[src/rtl/alu_pkg.sv]
// rtl/alu_pkg.sv - shared widths, condition-code encoding and entry layout for the ALU result buffer
//
// Purpose: constants and types common to the result buffer and its users.
//   WIDTH    : ALU result width
//   TAGW     : destination register index width
//   cc_t     : architectural condition codes {z, n, p}
//   CC_RESET : condition codes after reset (Z set)
//   Entry packing order, MSB to LSB: {data, ofl, z, n, p, dst, setcc}
package alu_pkg;

   localparam int WIDTH = 16;
   localparam int TAGW  = 3;

   typedef struct packed {
      logic z;
      logic n;
      logic p;
   } cc_t;

   localparam cc_t CC_RESET = '{z: 1'b1, n: 1'b0, p: 1'b0};

   // Bits carried alongside data and dst in each entry: ofl, z, n, p, setcc.
   localparam int ENTRY_CTRL_BITS = 5;

   function automatic int entry_width(input int data_w, input int tag_w);
      return data_w + tag_w + ENTRY_CTRL_BITS;
   endfunction

endpackage

[src/rtl/rb_ptr.sv]
// rtl/rb_ptr.sv - wrapping pointer register with increment enable
//
// Purpose: modulo-2^W pointer used for the buffer read and write positions.
// Ports:
//   clk   : rising-edge clock
//   rst   : asynchronous active-high reset, pointer returns to 0
//   en_i  : advance the pointer by one on the next edge
//   ptr_o : current pointer value
module rb_ptr #(
   parameter int W = 2
) (
   input  logic         clk,
   input  logic         rst,
   input  logic         en_i,
   output logic [W-1:0] ptr_o
);

   logic [W-1:0] ptr_q;

   // Natural binary wrap gives modulo-DEPTH since DEPTH is a power of two.
   always_ff @(posedge clk or posedge rst) begin
      if (rst) begin
         ptr_q <= '0;
      end else if (en_i) begin
         ptr_q <= ptr_q + W'(1);
      end
   end

   assign ptr_o = ptr_q;

endmodule

[src/rtl/alu_result_buffer.sv]
// rtl/alu_result_buffer.sv - in-order result FIFO between ALU and writeback with CC update on retire
//
// Purpose: captures ALU results with flags and destination tag, presents them to
// writeback in order, and updates condition codes / sticky overflow on retirement.
// Ports:
//   clk, rst                     : clock, asynchronous active-high reset
//   in_valid/in_ready            : producer handshake; in_ready = count < DEPTH
//   in_data, in_ofl, in_z/n/p    : ALU result and flags
//   in_dst, in_setcc             : destination tag, update-CC-on-retire flag
//   out_valid/out_ready          : writeback handshake
//   out_data, out_dst, out_ofl   : head entry fields
//   cc_z, cc_n, cc_p             : architectural condition codes
//   ofl_sticky, clr_ofl          : sticky overflow and its clear
//   count                        : occupancy
module alu_result_buffer #(
   parameter int DEPTH = 4,
   parameter int WIDTH = alu_pkg::WIDTH,
   parameter int TAGW  = alu_pkg::TAGW
) (
   input  logic                       clk,
   input  logic                       rst,
   input  logic                       in_valid,
   output logic                       in_ready,
   input  logic [WIDTH-1:0]           in_data,
   input  logic                       in_ofl,
   input  logic                       in_z,
   input  logic                       in_n,
   input  logic                       in_p,
   input  logic [TAGW-1:0]            in_dst,
   input  logic                       in_setcc,
   output logic                       out_valid,
   input  logic                       out_ready,
   output logic [WIDTH-1:0]           out_data,
   output logic [TAGW-1:0]            out_dst,
   output logic                       out_ofl,
   output logic                       cc_z,
   output logic                       cc_n,
   output logic                       cc_p,
   output logic                       ofl_sticky,
   input  logic                       clr_ofl,
   output logic [$clog2(DEPTH):0]     count
);

   import alu_pkg::*;

   localparam int PW   = $clog2(DEPTH);
   localparam int CW   = PW + 1;
   localparam int ENTW = entry_width(WIDTH, TAGW);
   localparam logic [CW-1:0] DEPTH_C = CW'(DEPTH);

   logic [ENTW-1:0] mem_q [DEPTH];
   logic [PW-1:0]   wr_ptr;
   logic [PW-1:0]   rd_ptr;
   logic [CW-1:0]   count_q;
   logic [CW-1:0]   count_d;
   cc_t             cc_q;
   logic            sticky_q;

   logic            push;
   logic            pop;
   logic            head_z;
   logic            head_n;
   logic            head_p;
   logic            head_setcc;

   // in_ready comes from registered count only, so a same-cycle pop never opens a full buffer.
   assign in_ready  = (count_q < DEPTH_C);
   assign out_valid = (count_q != '0);
   assign push      = in_valid & in_ready;
   assign pop       = out_valid & out_ready;

   rb_ptr #(.W(PW)) u_wr_ptr (
      .clk   (clk),
      .rst   (rst),
      .en_i  (push),
      .ptr_o (wr_ptr)
   );

   rb_ptr #(.W(PW)) u_rd_ptr (
      .clk   (clk),
      .rst   (rst),
      .en_i  (pop),
      .ptr_o (rd_ptr)
   );

   // Storage is deliberately not reset; count alone decides what is valid.
   always_ff @(posedge clk) begin
      if (push) begin
         mem_q[wr_ptr] <= {in_data, in_ofl, in_z, in_n, in_p, in_dst, in_setcc};
      end
   end

   assign {out_data, out_ofl, head_z, head_n, head_p, out_dst, head_setcc} = mem_q[rd_ptr];

   always_comb begin
      count_d = count_q;
      case ({push, pop})
         2'b10:   count_d = count_q + CW'(1);
         2'b01:   count_d = count_q - CW'(1);
         default: count_d = count_q;
      endcase
   end

   always_ff @(posedge clk or posedge rst) begin
      if (rst) begin
         count_q  <= '0;
         cc_q     <= CC_RESET;
         sticky_q <= 1'b0;
      end else begin
         count_q <= count_d;
         if (pop && head_setcc) begin
            cc_q <= '{z: head_z, n: head_n, p: head_p};
         end
         // A retiring overflow outranks a simultaneous clear.
         if (pop && out_ofl) begin
            sticky_q <= 1'b1;
         end else if (clr_ofl) begin
            sticky_q <= 1'b0;
         end
      end
   end

   assign count      = count_q;
   assign cc_z       = cc_q.z;
   assign cc_n       = cc_q.n;
   assign cc_p       = cc_q.p;
   assign ofl_sticky = sticky_q;

endmodule

[config.mk]
export PLATFORM = sky130hd
export DESIGN_NAME = alu_result_buffer
export DESIGN_NICKNAME = d
export VERILOG_FILES = /design/src/rtl/alu_pkg.sv /design/src/rtl/rb_ptr.sv /design/src/rtl/alu_result_buffer.sv
export SDC_FILE = /design/constraint.sdc
export NUM_CORES = 1
export LEC_CHECK = 0
export BUFFER_PORTS_ARGS = -buffer_cell sky130_fd_sc_hd__buf_2
export CAP_MARGIN = 20
export CORE_MARGIN = 3
export CORE_UTILIZATION = 25
export CTS_CLUSTER_SIZE = 8
export DETAILED_ROUTE_END_ITERATION = 10
export SLEW_MARGIN = 10
export SYNTH_ARGS = -nofsm -noshare
export SYNTH_HDL_FRONTEND = slang
export SYNTH_HIERARCHICAL = 1
export SYNTH_SLANG_ARGS = --single-unit
[constraint.sdc]
create_clock -name clk -period 4.1 [get_ports clk]
set_input_delay 1.23 -clock clk [delete_from_list [all_inputs] [get_ports clk]]
set_output_delay 1.23 -clock clk [all_outputs]
set_load 0.05 [all_outputs]
; ---- Word level (Yosys, flattened, before mapping)
; Memories as Yosys holds them, arrays and structs flattened.
; Cells that the tools add are included.
[classes]
add_sub_neg = 4
magnitude_cmp = 1
eq_ne = 2
mux = 5
bitwise = 2
n_reduce_logical = 5
[op_table]
columns = cell, n
row1 = 3-bit case mux with 2 select lines, 1
row2 = "2-bit by 1-bit adder with 2-bit output, second input constant", 2
row3 = 1-bit two-way mux, 4
row4 = 2-bit nonzero test, 2
row5 = "3-bit by 1-bit adder with 3-bit output, second input constant", 1
row6 = "3-bit less-than comparator, second input constant", 1
row7 = 3-bit nonzero test, 1
row8 = "3-bit by 1-bit subtractor with 3-bit output, second input constant", 1
row9 = 1-bit AND, 2
row10 = "2-bit by 1-bit == test with 1-bit output, second input constant", 1
row11 = "2-bit == test, second input constant", 1
row12 = 1-bit logical AND, 2
[word_totals]
regBits = 11
mem_bits_rw = 96
out_inout_bits = 29
mem_count = 1
[memory_table]
columns = name, words, word_bits, read_ports, rd_clocked_by_memory_dff, write_ports, line_no
row1 = mem_q, 4, 24, 1, 0, 1, alu_result_buffer.sv:51  ; logic [ENTW-1:0] mem_q [DEPTH];

; ---- Logic depth before layout (Yosys ltp)
[depth]
word_depth = 4
ltp_mapped = 8
mapped_depth_nobuf = 8

; ---- Cells and area by module
; The synthesis kept the hierarchy.
[modules_own_cells]
columns = module, n_inst, cells_per_inst, area_each_um2, seq_area_each_um2
row1 = alu_result_buffer, 1, 160, 3930.0, 3059.2
row2 = rb_ptr, 2, 6, 75.1, 50.0

; ---- Worst setup path after synthesis
; Ideal clock, no wire load.
[synth_path]
kind = in2reg
start = input in_valid
end = memory mem_q[1][0] in the netlist's numbering, enable pin
t_arrival_ns = 3.194
slack_ns = 0.466
stages = 2
cell_sequence = nand2_1 > nor3b_1
[synth_between]
elab_chain_cells = 3
[synth_rtl]
columns = element, line_no
row1 = "start, declared", alu_result_buffer.sv:22  ; input logic in_valid,
row2 = 1-bit AND, alu_result_buffer.sv:69  ; assign push = in_valid & in_ready;
row3 = 1-bit two-way mux, alu_result_buffer.sv:88  ; if (push) begin
row4 = 1-bit two-way mux (implied by the code), alu_result_buffer.sv:89  ; mem_q[wr_ptr] <= {in_data, in_ofl, in_z, in_n, in_p, in_dst, in_setcc};
row5 = "end, declared", alu_result_buffer.sv:51
; No other way between the ends.

; ---- Final worst setup path
[layout_path]
start = register u_rd_ptr.ptr_q[0], in the netlist u_rd_ptr/ptr_o[0]
end = output out_data[11]
[layout_between]
elab_chain_cells = 1
[layout_rtl]
columns = element, line_no
row1 = "start, declared", rb_ptr.sv:18  ; logic [W-1:0] ptr_q;
row2 = "start signal, assigned", rb_ptr.sv:25  ; ptr_q <= ptr_q + W'(1);
row3 = memory 4 x 24 bit, --
row4 = "end, declared", alu_result_buffer.sv:33  ; output logic [WIDTH-1:0] out_data,
; No other way between the ends.

==> out/summary.txt <==
status: complete, no violations
Final Total Pwr: 3.77 mW
first-pass GRT wire length: 11.6 mm
Post-Place Cells: 445
root buffer cell: clkbuf_16
sequential area share after synthesis: 77.4%
H-Tree Depth: 3
# diodes: 0
Critical Path AT: 2.10 ns
yosys warns: 6
Fmax achieved: 300 MHz
Fillers: 1,558
Initial Utilization: 25.6%
Slew Limit Fails: 0
post-synthesis cell type count: 24
pwr/cell area: 763 mW/mm2
Via Count: 1,897
final setup vio count: 0
Mapped Nets: 203
CP required: 2.87 ns
DR WL/cell: 16.3 um
final WL: 7.52 mm
crit end category: output port
GPL Wtd Cong: 0.646
Pleak: 1.77 nW
headroom to the max-slew limit: 41.7%
vias in the first global route: 2,046
FF+latch count, synth: 107
full die area: 0.0179 mm2
core area: 0.0159 mm2
share of cells above drive strength 1: 35.9%
TritonCTS Buffers: 9
initial antenna violation count: 2
row cnt: 46
DRT iter0 DRCs: 92
commonest non-fill, non-tap cell in the layout: edfxtp_1
Remaining Overflow, GRT: 0
DRC: 0
maximum capacitance violations: 0
die height: 134 um
number of setup buffers added after CTS: 0
dpl hpwl: 4.67 mm
CP Max Fanout: 21
die extent in x: 134 um
final core occ: 31.0%
Worst Max-Slew Pin Slew: 0.873 ns
Final Skew: 0.00548 ns
Worst-Skew Late Latency: 0.34 ns
GRT Total Usage: 8.88%
Critical Path Start Type: register
Hold/Removal Path Class: register to register
Clock Sinks: 107
Ports: 58
PortBufs: 57
Setup CP Type: register to output port
Synth Cell Area: 0.00408 mm2
number of hold buffers added after cts: 0
Final Critical Period: 3.33 ns
nets@finish: 271
worst vdd ir: 0.353 mV
Hold Vio Cnt, Final: 0
Final period util: 81.3%
Post-DRT Antenna Nets: 0
Vias per Instance: 4.11
drt pass-1 iters: 4
worst hold slack: 0.505 ns
largest net degree at the start of global routing: 26
area grow syn2layout: 21.1%
synthesized instance count: 172
Cell Count, Final, Fillers Out: 461
clock slew at reported path FFs: 0.07 ns
most frequent cells in the layout: edfxtp_1 (96), buf_2 (57), mux4_1 (23)
setup_tns: 0 ns
RSZ-0062 raised after global routing: no
CTS tree: built
syn_area_per_cell: 23.7 um2
Resized cells post-CTS: 0
worst-case clock buffer depth: 2
[logic make-up (layout without fill, tap and decap cells)]
group	Yosys count	count (layout)	share of synthesized area, %
AO/OA/AOI/OAI	2	2	0.337
flip-flops	107	107	77.4
XOR/XNOR	7	7	1.50
adder cells (fa/ha/maj)	2	2	0.797
multiplexers	28	28	16.4
AND/OR/NAND/NOR	12	12	1.38
buffers and inverters	14	87	2.12
[flip-flops by register name, indices dropped and copies added (netlist names)]
| signal | cells |
|---|---|
| mem_q | 96 |
| count | 3 |
| u_rd_ptr/ptr_o | 2 |
| u_wr_ptr/ptr_o | 2 |
| cc_n | 1 |
| cc_p | 1 |
| cc_z | 1 |
| ofl_sticky | 1 |
[per-layer routing]
layer | GRT usage, % | vias up | routed length (um)
met4 | 3.26 | 4 | 85
li1 | - | 848 | -
met3 | 3.25 | 13 | 370
met1 | 11.0 | 984 | 3420
met5 | 0 | - | 27
met2 | 14.3 | 48 | 3610
[area by class of cell]
class                   instances  area, um2  area share [%]
clock buffers                   9        225            4.56
clock inverters                 7       76.3            1.54
inverters                       9       33.8           0.684
multi-input cells              51        853            17.3
flip-flops and latches        107       3160            63.9
well taps                     216        270            5.47
repair buffers                 62        323            6.53
[critical path, cell delays in order, from the launching register on]
cell and delay (ns):
dfrtp_2 0.82, mux4_1 0.69, buf_2 0.24
[through the flow]
stage / setup WS (ns) / cell area, um2
after floorplan: 0.466 / 4080
final: 0.767 / 4940
after detailed placement: 1.12 / 4640
after global placement: 1.12 / 4640
after global routing: 0.694 / 4940
after CTS: 0.735 / 4940
[power breakdown]
part           leakage, nW  switching, mW  internal (mW)
registers            0.999          0.120           1.39
clock network        0.144          0.379          0.478
logic                0.630          0.964          0.434
[path summary, 6_finish.rpt]
check / cells past startpoint / slack (ns) / startpoint / endpoint
worst max register to register: 4 / 1.92 / u_rd_ptr/ptr_o[0] / cc_p
min in group asynchronous: 2 / 0.76 / rst / u_rd_ptr/ptr_o[0]
worst min-delay path: 1 / 0.51 / cc_n / cc_n
max in group asynchronous: 2 / 3.00 / rst / cc_z
worst max-delay path: 2 / 0.77 / u_rd_ptr/ptr_o[0] / out_data[11]
worst min register to register: 1 / 0.51 / cc_n / cc_n
[synthesized netlist by cell type (all sizes together)]
library cell  count  area [um2]
and3              1        6.26
buf               5        52.6
dfrtp            10         250
dfstp             1        26.3
edfxtp           96        2880
fa                1        20.0
ha                1        12.5
inv               9        33.8
mux2              3        33.8
mux2i             1        10.0
mux4             24         627
nand2             6        25.0
nand3             1        5.00
nor2              2        7.51
nor3              1        5.00
nor3b             1        7.51
o21ai             1        5.00
o31a              1        8.76
xnor2             4        35.0
xor2              3        26.3
(Power assumes the default switching activity.)
